`config.mk`:
```
export PLATFORM = sky130hd
export DESIGN_NAME = read_arbiter
export DESIGN_NICKNAME = d
export VERILOG_FILES = /design/src/rtl/read_arbiter.sv
export SDC_FILE = /design/constraint.sdc
export NUM_CORES = 2
export LEC_CHECK = 0
export BUFFER_PORTS_ARGS = -buffer_cell sky130_fd_sc_hd__buf_2
export CORE_AREA = 2 2 479 481
export DETAILED_ROUTE_END_ITERATION = 10
export DIE_AREA = 0 0 481 483
export PLACE_DENSITY = 0.32
export SLEW_MARGIN = 10
export SYNTH_ARGS = -nofsm -noshare
export SYNTH_HDL_FRONTEND = slang
export SYNTH_SLANG_ARGS = --single-unit
```
`constraint.sdc`:
```
create_clock -name clk -period 1.6 [get_ports clk]
set_input_delay 0.24 -clock clk [delete_from_list [all_inputs] [get_ports clk]]
set_output_delay 0.24 -clock clk [all_outputs]
set_load 0.005 [all_outputs]
```
`src/rtl/read_arbiter.sv`:
```
// Read arbiter for one image memory pool group: sticky-priority grant between conv, misc and save,
// a registered read issue to the group's block RAMs, and tagged return of the read data to the requester.
module read_arbiter #(
   parameter int ROW_PARA    = 4,
   parameter int ADDR_WIDTH  = 48,
   parameter int DATA_WIDTH  = 256,
   parameter int RAM_LATENCY = 2
) (
   input  logic                  clk,
   input  logic                  rst_n,

   input  logic                  conv_read_valid_i,
   input  logic [ROW_PARA-1:0]   conv_read_bank_en_i,
   input  logic [ADDR_WIDTH-1:0] conv_read_addr_i,
   output logic                  conv_read_ready_o,
   output logic [DATA_WIDTH-1:0] conv_read_data_o,
   output logic                  conv_read_data_valid_o,

   input  logic                  misc_read_valid_i,
   input  logic [ROW_PARA-1:0]   misc_read_bank_en_i,
   input  logic [ADDR_WIDTH-1:0] misc_read_addr_i,
   output logic                  misc_read_ready_o,
   output logic [DATA_WIDTH-1:0] misc_read_data_o,
   output logic                  misc_read_data_valid_o,

   input  logic                  save_read_valid_i,
   input  logic [ROW_PARA-1:0]   save_read_bank_en_i,
   input  logic [ADDR_WIDTH-1:0] save_read_addr_i,
   output logic                  save_read_ready_o,
   output logic [DATA_WIDTH-1:0] save_read_data_o,
   output logic                  save_read_data_valid_o,

   output logic                  ram_read_en_o,
   output logic [ROW_PARA-1:0]   ram_read_bank_en_o,
   output logic [ADDR_WIDTH-1:0] ram_read_addr_o,
   input  logic [DATA_WIDTH-1:0] ram_read_data_i
);

   typedef enum logic [2:0] {
      ST_NONE = 3'b000,
      ST_CONV = 3'b001,
      ST_MISC = 3'b010,
      ST_SAVE = 3'b100
   } read_state_t;

   read_state_t read_state_r;
   read_state_t read_state_next;

   logic [2:0]            req_valid;
   logic [2:0]            grant_next;
   logic [ROW_PARA-1:0]   grant_bank;
   logic [ADDR_WIDTH-1:0] grant_addr;

   logic                  ram_read_en_reg;
   logic [ROW_PARA-1:0]   ram_bank_en_reg;
   logic [ADDR_WIDTH-1:0] ram_addr_reg;

   // Stage 0 travels with the issue register; stage RAM_LATENCY lines up with valid RAM data.
   logic [2:0]            tag_pipe_reg [0:RAM_LATENCY];
   logic [2:0]            tag_out;

   logic [DATA_WIDTH-1:0] ret_data  [0:2];
   logic [2:0]            ret_valid;

   assign req_valid = {save_read_valid_i, misc_read_valid_i, conv_read_valid_i};

   always_comb begin
      read_state_next = ST_NONE;
      case (read_state_r)
         ST_CONV: begin
            if (req_valid[0])      read_state_next = ST_CONV;
            else if (req_valid[1]) read_state_next = ST_MISC;
            else if (req_valid[2]) read_state_next = ST_SAVE;
         end
         ST_MISC: begin
            if (req_valid[1])      read_state_next = ST_MISC;
            else if (req_valid[0]) read_state_next = ST_CONV;
            else if (req_valid[2]) read_state_next = ST_SAVE;
         end
         ST_SAVE: begin
            if (req_valid[2])      read_state_next = ST_SAVE;
            else if (req_valid[0]) read_state_next = ST_CONV;
            else if (req_valid[1]) read_state_next = ST_MISC;
         end
         default: begin
            // Idle and any corrupted encoding both resolve with plain conv > misc > save order.
            if (req_valid[0])      read_state_next = ST_CONV;
            else if (req_valid[1]) read_state_next = ST_MISC;
            else if (req_valid[2]) read_state_next = ST_SAVE;
         end
      endcase
   end

   always_ff @(posedge clk) begin
      if (!rst_n) read_state_r <= ST_NONE;
      else        read_state_r <= read_state_next;
   end

   // The next state only ever names a requester whose valid is high, so ready implies acceptance.
   assign grant_next        = read_state_next;
   assign conv_read_ready_o = grant_next[0];
   assign misc_read_ready_o = grant_next[1];
   assign save_read_ready_o = grant_next[2];

   always_comb begin
      grant_bank = '0;
      grant_addr = '0;
      if (grant_next[0]) begin
         grant_bank = conv_read_bank_en_i;
         grant_addr = conv_read_addr_i;
      end else if (grant_next[1]) begin
         grant_bank = misc_read_bank_en_i;
         grant_addr = misc_read_addr_i;
      end else if (grant_next[2]) begin
         grant_bank = save_read_bank_en_i;
         grant_addr = save_read_addr_i;
      end
   end

   always_ff @(posedge clk) begin
      if (!rst_n) begin
         ram_read_en_reg <= 1'b0;
         ram_bank_en_reg <= '0;
         ram_addr_reg    <= '0;
      end else begin
         ram_read_en_reg <= |grant_next;
         ram_bank_en_reg <= grant_bank;
         if (|grant_next) ram_addr_reg <= grant_addr;
      end
   end

   assign ram_read_en_o      = ram_read_en_reg;
   assign ram_read_bank_en_o = ram_bank_en_reg;
   assign ram_read_addr_o    = ram_addr_reg;

   always_ff @(posedge clk) begin
      if (!rst_n) begin
         for (int i = 0; i <= RAM_LATENCY; i++) tag_pipe_reg[i] <= 3'b000;
      end else begin
         tag_pipe_reg[0] <= grant_next;
         for (int i = 1; i <= RAM_LATENCY; i++) tag_pipe_reg[i] <= tag_pipe_reg[i-1];
      end
   end

   assign tag_out = tag_pipe_reg[RAM_LATENCY];

   // One return register set per requester; only the tagged one captures RAM data.
   generate
      for (genvar gi = 0; gi < 3; gi++) begin : g_ret
         logic [DATA_WIDTH-1:0] data_reg;
         logic                  valid_reg;

         always_ff @(posedge clk) begin
            if (!rst_n) begin
               data_reg  <= '0;
               valid_reg <= 1'b0;
            end else begin
               valid_reg <= tag_out[gi];
               if (tag_out[gi]) data_reg <= ram_read_data_i;
            end
         end

         assign ret_data[gi]  = data_reg;
         assign ret_valid[gi] = valid_reg;
      end
   endgenerate

   assign conv_read_data_o       = ret_data[0];
   assign misc_read_data_o       = ret_data[1];
   assign save_read_data_o       = ret_data[2];
   assign conv_read_data_valid_o = ret_valid[0];
   assign misc_read_data_valid_o = ret_valid[1];
   assign save_read_data_valid_o = ret_valid[2];

endmodule

```
### Word-level counts from Yosys, hierarchy flattened

Memory sizes are Yosys's and may differ from the RTL's.
Cells that the tools add are included.
Widths: inputs -> output; s select.

* memory bits (writable): 9
* bits in registers: 827
* output and inout bits: 827
* memories kept: 1
* word-level logic and storage cells: 37
* input bits: 417

* multiplexer cells: 20
* bitwise logic cells: 3
* reductions and logical operators: 1
* equality and inequality tests: 2

Memory list
* tag_pipe_reg: words 3, bits a word 3, rd ports 3, clocked after Yosys merged registers in 0, write ports 3, RTL line 59 `logic [2:0] tag_pipe_reg [0:RAM_LATENCY];`

Operator list (count)
* $mux 48: 3
* $mux 3: 9
* $mux 4: 3
* $pmux 3 s2: 1
* $mux 2: 2
* $eq 3x2->1 const B: 1
* $eq 3x3->1 const B: 1
* $or 1x1->1: 3
* $reduce_or 3->1: 1
* $mux 1: 2

### Depth between registers and ports, before layout

* depth in word-level cells: 7
* gate-level depth with buffers: 6
* depth with buffers taken out: 4

### Worst setup path before layout

No wires, ideal clock.

* path type: register -> register
* start: reg read_state_r[1]
* end: reg ram_addr_reg[23] (netlist: ram_read_addr_o[23])
* buffers on the path: 2
* cell stages (with the launch flop): 7
* clock period less this slack: 1.447 ns
* path slack: 0.153 ns
* data required time: 1.476 ns
* arrival: 1.323 ns
* path through: dfxtp_1 -> nand4bb_4 -> o2111a_1 -> buf_6 -> buf_6 -> a221oi_1 -> a21oi_1

RTL lines
* start: declaration: RTL line 46 `read_state_t read_state_r;`
* start signal: assignment: RTL line 96 `else read_state_r <= read_state_next;`
* $eq 3x3->1 or $eq 3x2->1 (tied branches): RTL line 69 `case (read_state_r)`
* $pmux 3 s2 (*): RTL line 69
* net misc_read_ready_o: RTL line 22 `output logic misc_read_ready_o,`
* $mux 48: RTL line 111 `end else if (grant_next[1]) begin`
* $mux 48: RTL line 108 `if (grant_next[0]) begin`
* end signal: assignment: RTL line 128 `if (|grant_next) ram_addr_reg <= grant_addr;`
* end: declaration: RTL line 56 `logic [ADDR_WIDTH-1:0] ram_addr_reg;`

The timed path passes the listed nets; every way through them passes the cells marked *.
A chain may end at the register's enable or synchronous reset.

### Worst setup path after layout

* start: reg read_state_r[0]
* end: out conv_read_ready_o

* cells in the longest elaborated chain, start to end: 2

Ends and longest elaborated chain
* $eq 3x3->1 or $eq 3x2->1 (tied branches): RTL line 69
* $pmux 3 s2 (*): RTL line 69
* end: declaration: RTL line 15 `output logic conv_read_ready_o,`

Every way passes the cells marked *; elsewhere a longest branch is shown, timed or not.

==> results.json <==
{
  "area_delta_synth_final_pct": 65.0,
  "critical-path-max-stage-delay_ns": 0.34,
  "start_util_pct": 13.9,
  "die_h_um": 483,
  "synth_enable_flop_cells": 0,
  "ys_seq_area_share_pct": 52.9,
  "period_minus_slack_ns": 2.01,
  "worst_pin_slew_ns": 0.587,
  "ys_ff_latch": 833,
  "clk_latency_ns": 0.78,
  "relSlewSlack_pct": 60.8,
  "wl_mm": 161,
  "grt_use_total_pct": 13.2,
  "async_flop_share_pct": 0,
  "ir_drop_uv": 902,
  "cap_viol_max_count": 0,
  "cp_max_fo": 4,
  "final-seq-area_mm2": 0.0170,
  "worstSetupEndpointType": "output port",
  "cp.buffers_inverters": 2,
  "drive_gt1_share_pct": 40.4,
  "via_per_inst": 3.49,
  "grt_pass1_vias": 27500,
  "antenna_found_initial": 15,
  "multi_input_area_mm2": 0.0142,
  "fin_crit_sh_pct": 126,
  "report.final.slew_viol_count": 0,
  "cts_tree": "done",
  "htreeDepth": 3,
  "wl_per_cell_um": 21.2,
  "ys.flop_type": "dfxtp_1",
  "fin_ws_ns": -0.414,
  "fin_skew_ns": 0.0573,
  "vias": 26600,
  "setup_viol": 52,
  "design_area_mm2": 0.0520,
  "startpoint_type": "flop",
  "hold_class": "in -> reg",
  "rsz0062_at_grt": "true",
  "ys_types": 25,
  "critical_path.slowest_cell": "dfxtp_2",
  "io_pins": 1244,
  "clock_path_buffers": 3,
  "final_antenna_net_count": 0,
  "syn_nets": 3217,
  "final_core_util_pct": 22.9,
  "avgSynthCellArea_um2": 11.3,
  "drc": 0,
  "grt_pass1_wl_mm": 220,
  "nets": 4918,
  "grt-ovfl-total": 0,
  "root_buffer": "clkbuf_16",
  "first_pass_iters": 5,
  "worstPathArrival_ns": 1.77,
  "syn_inst": 2800,
  "path_clk_slew_ns": 0.06,
  "numCtsBuffers": 108,
  "path_class": "reg -> out",
  "p_leak_nw": 20.1,
  "p_per_area_mw_per_mm2": 987,
  "required_ns": 1.36,
  "n_fill_cell": 24900,
  "die_area_mm2": 0.232,
  "grt_start_max_net_pins": 75,
  "syn_area_mm2": 0.0315,
  "synth_warnings": 0,
  "die_x_um": 481,
  "violations": "setup timing",
  "row_count": 175,
  "portBuffers": 1243,
  "coreArea_mm2": 0.227,
  "max_freq_mhz": 497,
  "gp_congestion": 0.801,
  "status": "finished with violations",
  "cts.sinks": 833,
  "crit_family": "flip-flops",
  "dpl.hpwl_mm": 124,
  "finalHoldViolCount": 0,
  "placed_area_mm2": 0.0421,
  "cp_cell_sequence": "nand4bb_4 > o311a_4 > buf_12 > buf_6",
  "drt_iter0_drc": 942
}
worst register-to-register path: cells and delay by family, from the launching register on:
kind                   cells  cell delay (ns)
DFF                        1             0.34
and+or+nand+nor            1             0.26
AOI/OAI and AO/OA          3             0.52
buffers and inverters      4             0.58
synthesized netlist by cell type, types with 4 or more instances:
| master | instances | share of area, % |
|---|---|---|
| dfxtp_1 | 833 | 53 |
| nor2b_1 | 774 | 15 |
| mux2i_1 | 768 | 24 |
| clkbuf_1 | 113 | 1.3 |
| buf_2 | 87 | 1.4 |
| nand2_1 | 48 | 0.57 |
| a21oi_1 | 46 | 0.73 |
| o21ai_0 | 42 | 0.67 |
| a221oi_1 | 38 | 1.1 |
| and2_1 | 12 | 0.24 |
| a221oi_2 | 10 | 0.48 |
| buf_6 | 6 | 0.21 |
| o21ai_1 | 5 | 0.079 |
| a222oi_1 | 4 | 0.13 |
layer usage:
layer  GRT usage (%)  share of wire [%]  vias to the layer above
li1                -                  -                    12900
met1            15.4                 41                    12500
met2            22.0                 47                      938
met3            4.82                8.6                      211
met4            4.77                3.1                        4
met5               0              0.014                        -
cell usage in the layout, fill, tap and decap left out, types with 6 or more instances in the layout:
cell	count
and2_1	12
a221oi_2	44
nor2b_1	774
dlygate4sd3_1	413
buf_2	1019
buf_8	7
clkinv_2	22
mux2i_1	768
o21ai_0	42
a21oi_1	43
clkbuf_1	21
nand2_1	48
dfxtp_2	222
buf_6	159
buf_4	148
clkbuf_16	111
dfxtp_1	593
buf_12	48
clkinv_16	6
clkbuf_8	23
diode_2	10
dfxtp_4	18
worst paths after layout:
path | startpoint | end | slack, ns | depth (start not counted)
min | save_read_valid_i | ram_read_addr_o[31]$_SDFFE_PN0P_ | 0.16 | 5
max | read_state_r[0]$_SDFF_PN0_ | conv_read_ready_o | -0.41 | 4
min reg2reg | tag_pipe_reg[0][3]$_SDFF_PN0_ | tag_pipe_reg[0][6]$_SDFF_PN0_ | 0.44 | 1
max reg2reg | read_state_r[0]$_SDFF_PN0_ | ram_read_addr_o[44]$_SDFFE_PN0P_ | -0.18 | 8
power breakdown:
part	switching (mW)	total, mW	internal (mW)
logic	2.31	4.82	2.51
registers	0.229	21.4	21.1
clock network	10.6	25.1	14.5
cell families (layout without fill, tap and decap cells):
logic type / after synthesis / in the layout / share of synthesized area, %
other: 0 / 10 / 0
AOI/OAI and AO/OA: 150 / 150 / 3.32
and+or+nand+nor: 839 / 839 / 16.3
muxes: 768 / 768 / 24.4
buffers and inverters: 210 / 1993 / 3.00
DFF: 833 / 833 / 52.9
metrics by stage:
stage / total power, mW / setup WS (ns) / instances / TNS (ns) / hold slack [ns]
floorplan: 23.3 / 0.153 / 2800 / 0 / 0.374
global placement: 25.5 / 0.0238 / 6967 / 0 / 0.442
detailed placement: 25.5 / 0.0147 / 6967 / 0 / 0.431
CTS: 52.5 / -0.523 / 7589 / -7.06 / 0.0538
global route: 53.6 / -0.502 / 7599 / -8.27 / 0.134
finish: 51.3 / -0.414 / 7602 / -4.71 / 0.163
cell type report:
type / instances / area share (%)
clock inverters: 38 / 0.951
inverters: 3 / 0.0217
diodes: 10 / 0.0481
flip-flops and latches: 833 / 32.7
repair buffers: 1798 / 25.6
multi-input cells: 1757 / 27.3
well taps: 3009 / 7.24
clock buffers: 154 / 6.06
timing repair:
| action | 4_1_cts | 5_1_grt |
|---|---|---|
| hold buffers | 413 | 0 |
| cloned | 3 | 1 |
| setup endpoints to repair | 305 | 61 |
| pin swaps | 16 | 51 |
| setup buffers | 14 | 3 |
| gates resized for setup | 620 | 20 |
| endpoints found under the hold margin | 820 | 0 |
Power figures use the tool's default switching activity.
